==> config.mk <==
export PLATFORM = sky130hd
export DESIGN_NAME = piso_serializer
export DESIGN_NICKNAME = d
export VERILOG_FILES = /design/src/rtl/piso_pkg.sv /design/src/rtl/piso_serializer_even_parity.sv /design/src/rtl/piso_serializer.sv
export SDC_FILE = /design/constraint.sdc
export NUM_CORES = 1
export LEC_CHECK = 0
export BUFFER_PORTS_ARGS = -buffer_cell sky130_fd_sc_hd__buf_2
export CORE_MARGIN = 2
export CORE_UTILIZATION = 46
export CTS_CLUSTER_DIAMETER = 80
export CTS_CLUSTER_SIZE = 12
export DETAILED_ROUTE_END_ITERATION = 8
export HOLD_SLACK_MARGIN = 0.12
export PLACE_DENSITY = 0.69
export SLEW_MARGIN = 25
export SYNTH_ARGS = -nofsm -noshare
export SYNTH_HDL_FRONTEND = slang
export SYNTH_SLANG_ARGS = --single-unit
==> constraint.sdc <==
create_clock -name clk -period 3.8 [get_ports clk]
set_input_delay 0.57 -clock clk [delete_from_list [all_inputs] [get_ports clk]]
set_output_delay 0.57 -clock clk [all_outputs]
set_load 0.05 [all_outputs]
==> src/rtl/piso_pkg.sv <==
// Shared definitions for the parallel-in/serial-out serializer.
// FSM encodings, counter sizing and legal WIDTH range.
package piso_pkg;

  typedef enum logic [1:0] {
    IDLE   = 2'd0,
    SHIFT  = 2'd1,
    PARITY = 2'd2
  } state_e;

  localparam int WIDTH_MIN = 2;
  localparam int WIDTH_MAX = 32;

  function automatic int cnt_w(input int width);
    return $clog2(width);
  endfunction

endpackage

==> src/rtl/piso_serializer_even_parity.sv <==
// Combinational even-parity reduction of one data word.
// Used by the serializer only when PISO_PARITY_EN is defined.
module even_parity #(
  parameter int WIDTH = 8
) (
  input  logic [WIDTH-1:0] data,
  output logic             parity
);

  // XOR of all bits gives the even-parity bit
  always_comb begin
    parity = ^data;
  end

endmodule

==> src/rtl/piso_serializer.sv <==
// MSB-first parallel-in/serial-out serializer with valid/ready load.
// Optional trailing even-parity bit: define PISO_PARITY_EN.
module piso_serializer
  import piso_pkg::*;
#(
  parameter int WIDTH = 8
) (
  input  logic             clk,
  input  logic             rst,
  input  logic             load_valid,
  output logic             load_ready,
  input  logic [WIDTH-1:0] load_data,
  output logic             d_out,
  output logic             d_valid,
  output logic             busy
);

  localparam int CNT_W = cnt_w(WIDTH);
  localparam logic [CNT_W-1:0] CNT_LAST = CNT_W'(WIDTH - 1);

  if (WIDTH < WIDTH_MIN || WIDTH > WIDTH_MAX) begin : g_bad_width
    $error("piso_serializer: WIDTH out of range");
  end

  state_e           state_q;
  logic [WIDTH-1:0] shreg_q;
  logic [CNT_W-1:0] cnt_q;
  logic             last_bit;
  logic             hs;

  assign last_bit = (cnt_q == '0);
  assign hs       = load_valid && load_ready;

`ifdef PISO_PARITY_EN
  logic par_w;
  logic par_q;

  even_parity #(
    .WIDTH (WIDTH)
  ) u_par (
    .data   (load_data),
    .parity (par_w)
  );

  // Ready when idle or presenting the parity bit
  always_comb begin
    load_ready = !rst &&
      (state_q == IDLE || state_q == PARITY);
  end

  // Parity register captured alongside the data word
  always_ff @(posedge clk) begin
    if (rst)
      par_q <= 1'b0;
    else if (hs)
      par_q <= par_w;
  end
`else
  // Ready when idle or presenting the last data bit
  always_comb begin
    load_ready = !rst &&
      (state_q == IDLE ||
       (state_q == SHIFT && last_bit));
  end
`endif

  // Moore output decode from registered state
  always_comb begin
    d_out   = 1'b0;
    d_valid = 1'b0;
    case (state_q)
      SHIFT: begin
        d_out   = shreg_q[WIDTH-1];
        d_valid = 1'b1;
      end
`ifdef PISO_PARITY_EN
      PARITY: begin
        d_out   = par_q;
        d_valid = 1'b1;
      end
`endif
      default: begin
        d_out   = 1'b0;
        d_valid = 1'b0;
      end
    endcase
  end

  assign busy = (state_q != IDLE);

  // FSM, bit counter and shift register
  always_ff @(posedge clk) begin
    if (rst) begin
      state_q <= IDLE;
      shreg_q <= '0;
      cnt_q   <= '0;
    end else begin
      case (state_q)
        IDLE: begin
          if (hs) begin
            shreg_q <= load_data;
            cnt_q   <= CNT_LAST;
            state_q <= SHIFT;
          end
        end
        SHIFT: begin
          if (!last_bit) begin
            shreg_q <= {shreg_q[WIDTH-2:0], 1'b0};
            cnt_q   <= cnt_q - CNT_W'(1);
`ifdef PISO_PARITY_EN
          end else begin
            shreg_q <= {shreg_q[WIDTH-2:0], 1'b0};
            state_q <= PARITY;
          end
`else
          end else if (hs) begin
            shreg_q <= load_data;
            cnt_q   <= CNT_LAST;
            state_q <= SHIFT;
          end else begin
            shreg_q <= {shreg_q[WIDTH-2:0], 1'b0};
            state_q <= IDLE;
          end
`endif
        end
`ifdef PISO_PARITY_EN
        PARITY: begin
          if (hs) begin
            shreg_q <= load_data;
            cnt_q   <= CNT_LAST;
            state_q <= SHIFT;
          end else begin
            state_q <= IDLE;
          end
        end
`endif
        default: begin
          state_q <= IDLE;
          shreg_q <= '0;
          cnt_q   <= '0;
        end
      endcase
    end
  end

endmodule

Yosys cells after proc, flatten, opt, wreduce, memory -nomap -nowiden

Index checks and enable logic that the tools add are counted.

Multiplexer cells: 13
Equality and inequality tests: 3
$add $sub $neg: 1
Reductions and logical operators: 9

Operators by type and width:

| operator                                         | count |
|---|---|
| 2-to-1 mux 8 bit                                 | 3 |
| one-hot mux 8 bit (2 select lines)               | 1 |
| 2-to-1 mux 3 bit                                 | 2 |
| one-hot mux 3 bit (2 select lines)               | 1 |
| 2-to-1 mux 2 bit                                 | 2 |
| inequality test 2 bit, second input constant     | 2 |
| one-hot mux 2 bit (2 select lines)               | 1 |
| logical AND 1 bit                                | 3 |
| zero test 3 bit                                  | 1 |
| 2-to-1 mux 1 bit                                 | 3 |
| subtractor 3 x 1 -> 3 bit, second input constant | 1 |
| == test 2 x 1 -> 1 bit, second input constant    | 1 |
| zero test 2 bit                                  | 1 |
| AND reduction 2 bit                              | 1 |
| nonzero test 2 bit                               | 1 |
| zero test 1 bit                                  | 1 |
| logical OR 1 bit                                 | 1 |

Output and inout port bits: 4
Word-level logic and storage cells: 29
Bits of input ports: 11
Bits in registers: 13

Depth between registers and ports, before layout

Word-level depth: 8
Depth in mapped cells: 6
Gate-level depth less buffers: 5

Least setup slack after synthesis

Ideal clock, no wire load.

Path kind: flip-flop to output port
Start: register state_q[0]
End: output load_ready
Buffers on the path: 2
Path slack: 1.605 ns
Stages on the path, launching flop included: 4
Arrival: 1.625 ns
Data required time: 3.230 ns
Cell sequence: dfxtp_1 > buf_6 > buf_2 > a21oi_1

Word-level cells in the longest chain between the ends: 4
Elaborated cells on any way between the ends: 5
Those cells by class: eq/ne: 1; reduce/logical: 4

RTL lines:

| element                  | line                   | RTL |
|---|---|---|
| start: declaration       | piso_serializer.sv:25  | `state_e state_q;` |
| start signal: assignment | piso_serializer.sv:94  | `state_q <= IDLE;` |
| start signal: assignment | piso_serializer.sv:103 | `state_q <= SHIFT;` |
| start signal: assignment | piso_serializer.sv:119 | `state_q <= SHIFT;` |
| == test 2 x 1 -> 1 bit   | piso_serializer.sv:63  | `(state_q == SHIFT && last_bit));` |
| logical AND 1 bit        | piso_serializer.sv:63  |  |
| logical OR 1 bit *       | piso_serializer.sv:62  | `(state_q == IDLE \|\|` |
| logical AND 1 bit *      | piso_serializer.sv:61  | `load_ready = !rst &&` |
| end: declaration         | piso_serializer.sv:11  | `output logic load_ready,` |

Mark *: on every way between the ends. The rest lies on a longest branch, timed or not.

Worst setup path after layout

Start: register state_q[0]
End: output d_out

Word-level cells in the longest chain between the ends: 2

RTL lines:

| element                | line                  | RTL |
|---|---|---|
| == test 2 x 1 -> 1 bit | piso_serializer.sv:71 | `case (state_q)` |
| 2-to-1 mux 1 bit       | piso_serializer.sv:71 |  |
| end: declaration       | piso_serializer.sv:13 | `output logic d_out,` |

Every way passes these cells.

==> results_dict.tcl <==
set metrics [dict create \
    status "completed" \
    vdd_drop_max_mv 0.244 \
    leakagePower_nw 0.327 \
    critPathMaxStageDelay_ns 0.97 \
    grt_max_degree 28 \
    synthesis.nets 83 \
    num_vias 517 \
    core-area_um2 1470 \
    grt_setup_unrepaired "false" \
    grt_pass1_wl_um 2030 \
    die_h_um 43.2 \
    clkSlewWorstSetupHoldPaths_ns 0.08 \
    cts-hold-fix-buffers 0 \
    place_inst 92 \
    relSlewSlack 0.352 \
    root_buffer "clkbuf_4" \
    gp_congestion 0.692 \
    synth_seq_cells 12 \
    dp_hpwl_um 779 \
    cts_setup_buffers 0 \
    wl_um 1140 \
    combPwrFrac 0.228 \
    die_area_um2 1870 \
    power_frac_seq 0.464 \
    finalWorstPathRequiredPeriod_ns 2.31 \
    synth_area_per_cell_um2 10.1 \
    fin_crit_sh 0.608 \
    drc 0 \
    seq_area_frac_synth 0.340 \
    drtIter0Drc 0 \
    clock_sinks 12 \
    path_cells "and2_1 -> buf_2" \
    fmax_mhz 433 \
    via_per_inst 5.39 \
    htree_levels 1 \
    worstPathRequired_ns 3.23 \
    grt_overflow 0 \
    hold_violations 0 \
    power.clock.fraction 0.308 \
    setup_tns_ns 0 \
    crit_slowest_cell "dfxtp_1" \
    wl_per_cell_um 11.8 \
    cts_tree "built" \
    cts_made_buffers 3 \
    syn_area_um2 707 \
    tightest_slew_ns 0.971 \
    grt_pass1_vias 492 \
    switching_share 0.299 \
    switchingPower_mw 0.0973 \
    cp_max_fo 27 \
    start_kind "flip-flop" \
    initial_core_util 0.480 \
    internal-power_mw 0.228 \
    worstPathArrival_ns 1.74 \
    grt_usage 0.143 \
    final_cells 96 \
    r2r_slack_ns 2.13 \
    antennaDiodeCount 0 \
    fp.dieW_um 43.2 \
    final_nets 94 \
    n_fill_cell 152 \
    ys_types 22 \
    max_cap_violations 0 \
    ctsResizeCount 0 \
    drive_gt1_frac 0.350 \
    cts_buffer_depth 2 \
    path_buf_inv 1 \
    worstSetupPathType "flip-flop to output pin" \
    p_per_area_nw_per_um2 420 \
    antenna_left 0 \
    cp-end-kind "output pin" \
    worst_clock_skew_ns 0.00483 \
    setup_viol 0 \
    drt_first_pass_iters 1 \
    portBuffers 14 \
    io-pin-count 15 \
    clock_latency_ns 0.26 \
    rows 14 \
    cp_top_family "flip-flops" \
    antenna_found_initial 0 \
    syn_inst 70 \
    area_delta_synth_final_pct 9.56 \
    hold_class "flip-flop to flip-flop" \
    ys_warn_count 0 \
    drv_slew 0 \
]
-- power groups by stage --
stage,Sequential [mW],Combinational (mW),Clock (mW)
2_1_floorplan,0.149,0.0699,0
3_3_place_gp,0.154,0.0734,0
3_5_place_dp,0.154,0.0745,0
4_1_cts,0.151,0.0749,0.103
5_1_grt,0.153,0.0817,0.112
6_report,0.151,0.0741,0.100
-- cells by family (layout without fill, tap and decap cells) --
kind of cell | count (synthesis) | in the layout | synth area share
buffers and inverters | 11 | 21 | 0.0991
flip-flops | 12 | 12 | 0.340
AND/OR/NAND/NOR | 13 | 13 | 0.134
AO/OA/AOI/OAI | 25 | 25 | 0.292
adder cells (fa/ha/maj) | 2 | 2 | 0.0354
multiplexers | 7 | 7 | 0.0991
-- cells in the mapped netlist --
master,number,area share
a211oi_1,4,0.042
a211oi_2,7,0.12
a21bo_1,1,0.014
a21o_1,1,0.011
a21oi_1,9,0.064
a311oi_1,2,0.025
and2_1,1,0.0089
buf_1,1,0.0053
buf_2,2,0.014
buf_4,3,0.032
buf_6,2,0.032
dfxtp_1,12,0.34
ha_1,2,0.035
inv_1,3,0.016
mux2i_1,7,0.099
nand2b_1,6,0.053
nand2b_4,1,0.019
nor2_1,1,0.0053
nor3_1,1,0.0071
o21ai_2,1,0.012
or2b_1,2,0.021
or4b_4,1,0.019
-- placed cells by master (no fill, tap or decap), types with 3 or more instances in the layout --
cell,synthesis,layout
clkbuf_4,0,3
dfxtp_1,12,12
a211oi_2,7,7
mux2i_1,7,7
nand2b_1,6,6
buf_2,2,14
inv_1,3,3
a211oi_1,4,4
a21oi_1,9,9
-- stage by stage --
step	hold slack, ns	power (mW)	cell area (um2)	worst slack, ns	utilization
5_1_grt	0.531	0.347	774	1.37	0.526
6_report	0.507	0.325	774	1.49	0.526
2_1_floorplan	0.449	0.219	707	1.61	-
4_1_cts	0.509	0.329	774	1.49	0.526
3_5_place_dp	0.497	0.229	738	1.79	0.502
3_3_place_gp	0.484	0.227	738	1.81	0.502
-- per-layer routing --
metal | global-route usage | up-vias | share of wire
met4 | 0.0727 | 0 | 0
li1 | - | 271 | -
met5 | 0 | - | 0
met2 | 0.245 | 11 | 0.49
met3 | 0.0298 | 0 | 0.048
met1 | 0.164 | 235 | 0.46
-- state kept, by name (all words and copies together) (netlist names) --
name	count
cnt_q	3
state_q	1
shreg_q	8
-- final cells by class --
type | instances | area [um2] | share of cell area
Tap cell | 16 | 20.0 | 0.0258
Sequential cell | 12 | 240 | 0.310
Timing Repair Buffer | 14 | 70.1 | 0.0905
Clock buffer | 4 | 36.3 | 0.0468
Inverter | 3 | 11.3 | 0.0145
Multi-Input combinational cell | 47 | 397 | 0.512
-- path summary, 6_finish.rpt --
kind | start | endpoint | cells past startpoint
setup reg to reg | state_q[0] | shreg_q[1] | 2
hold reg to reg | cnt_q[0] | cnt_q[0] | 1
hold / removal | cnt_q[0] | cnt_q[0] | 1
setup / recovery | state_q[0] | d_out | 2
Note: power is estimated with default switching activity, not from simulation.
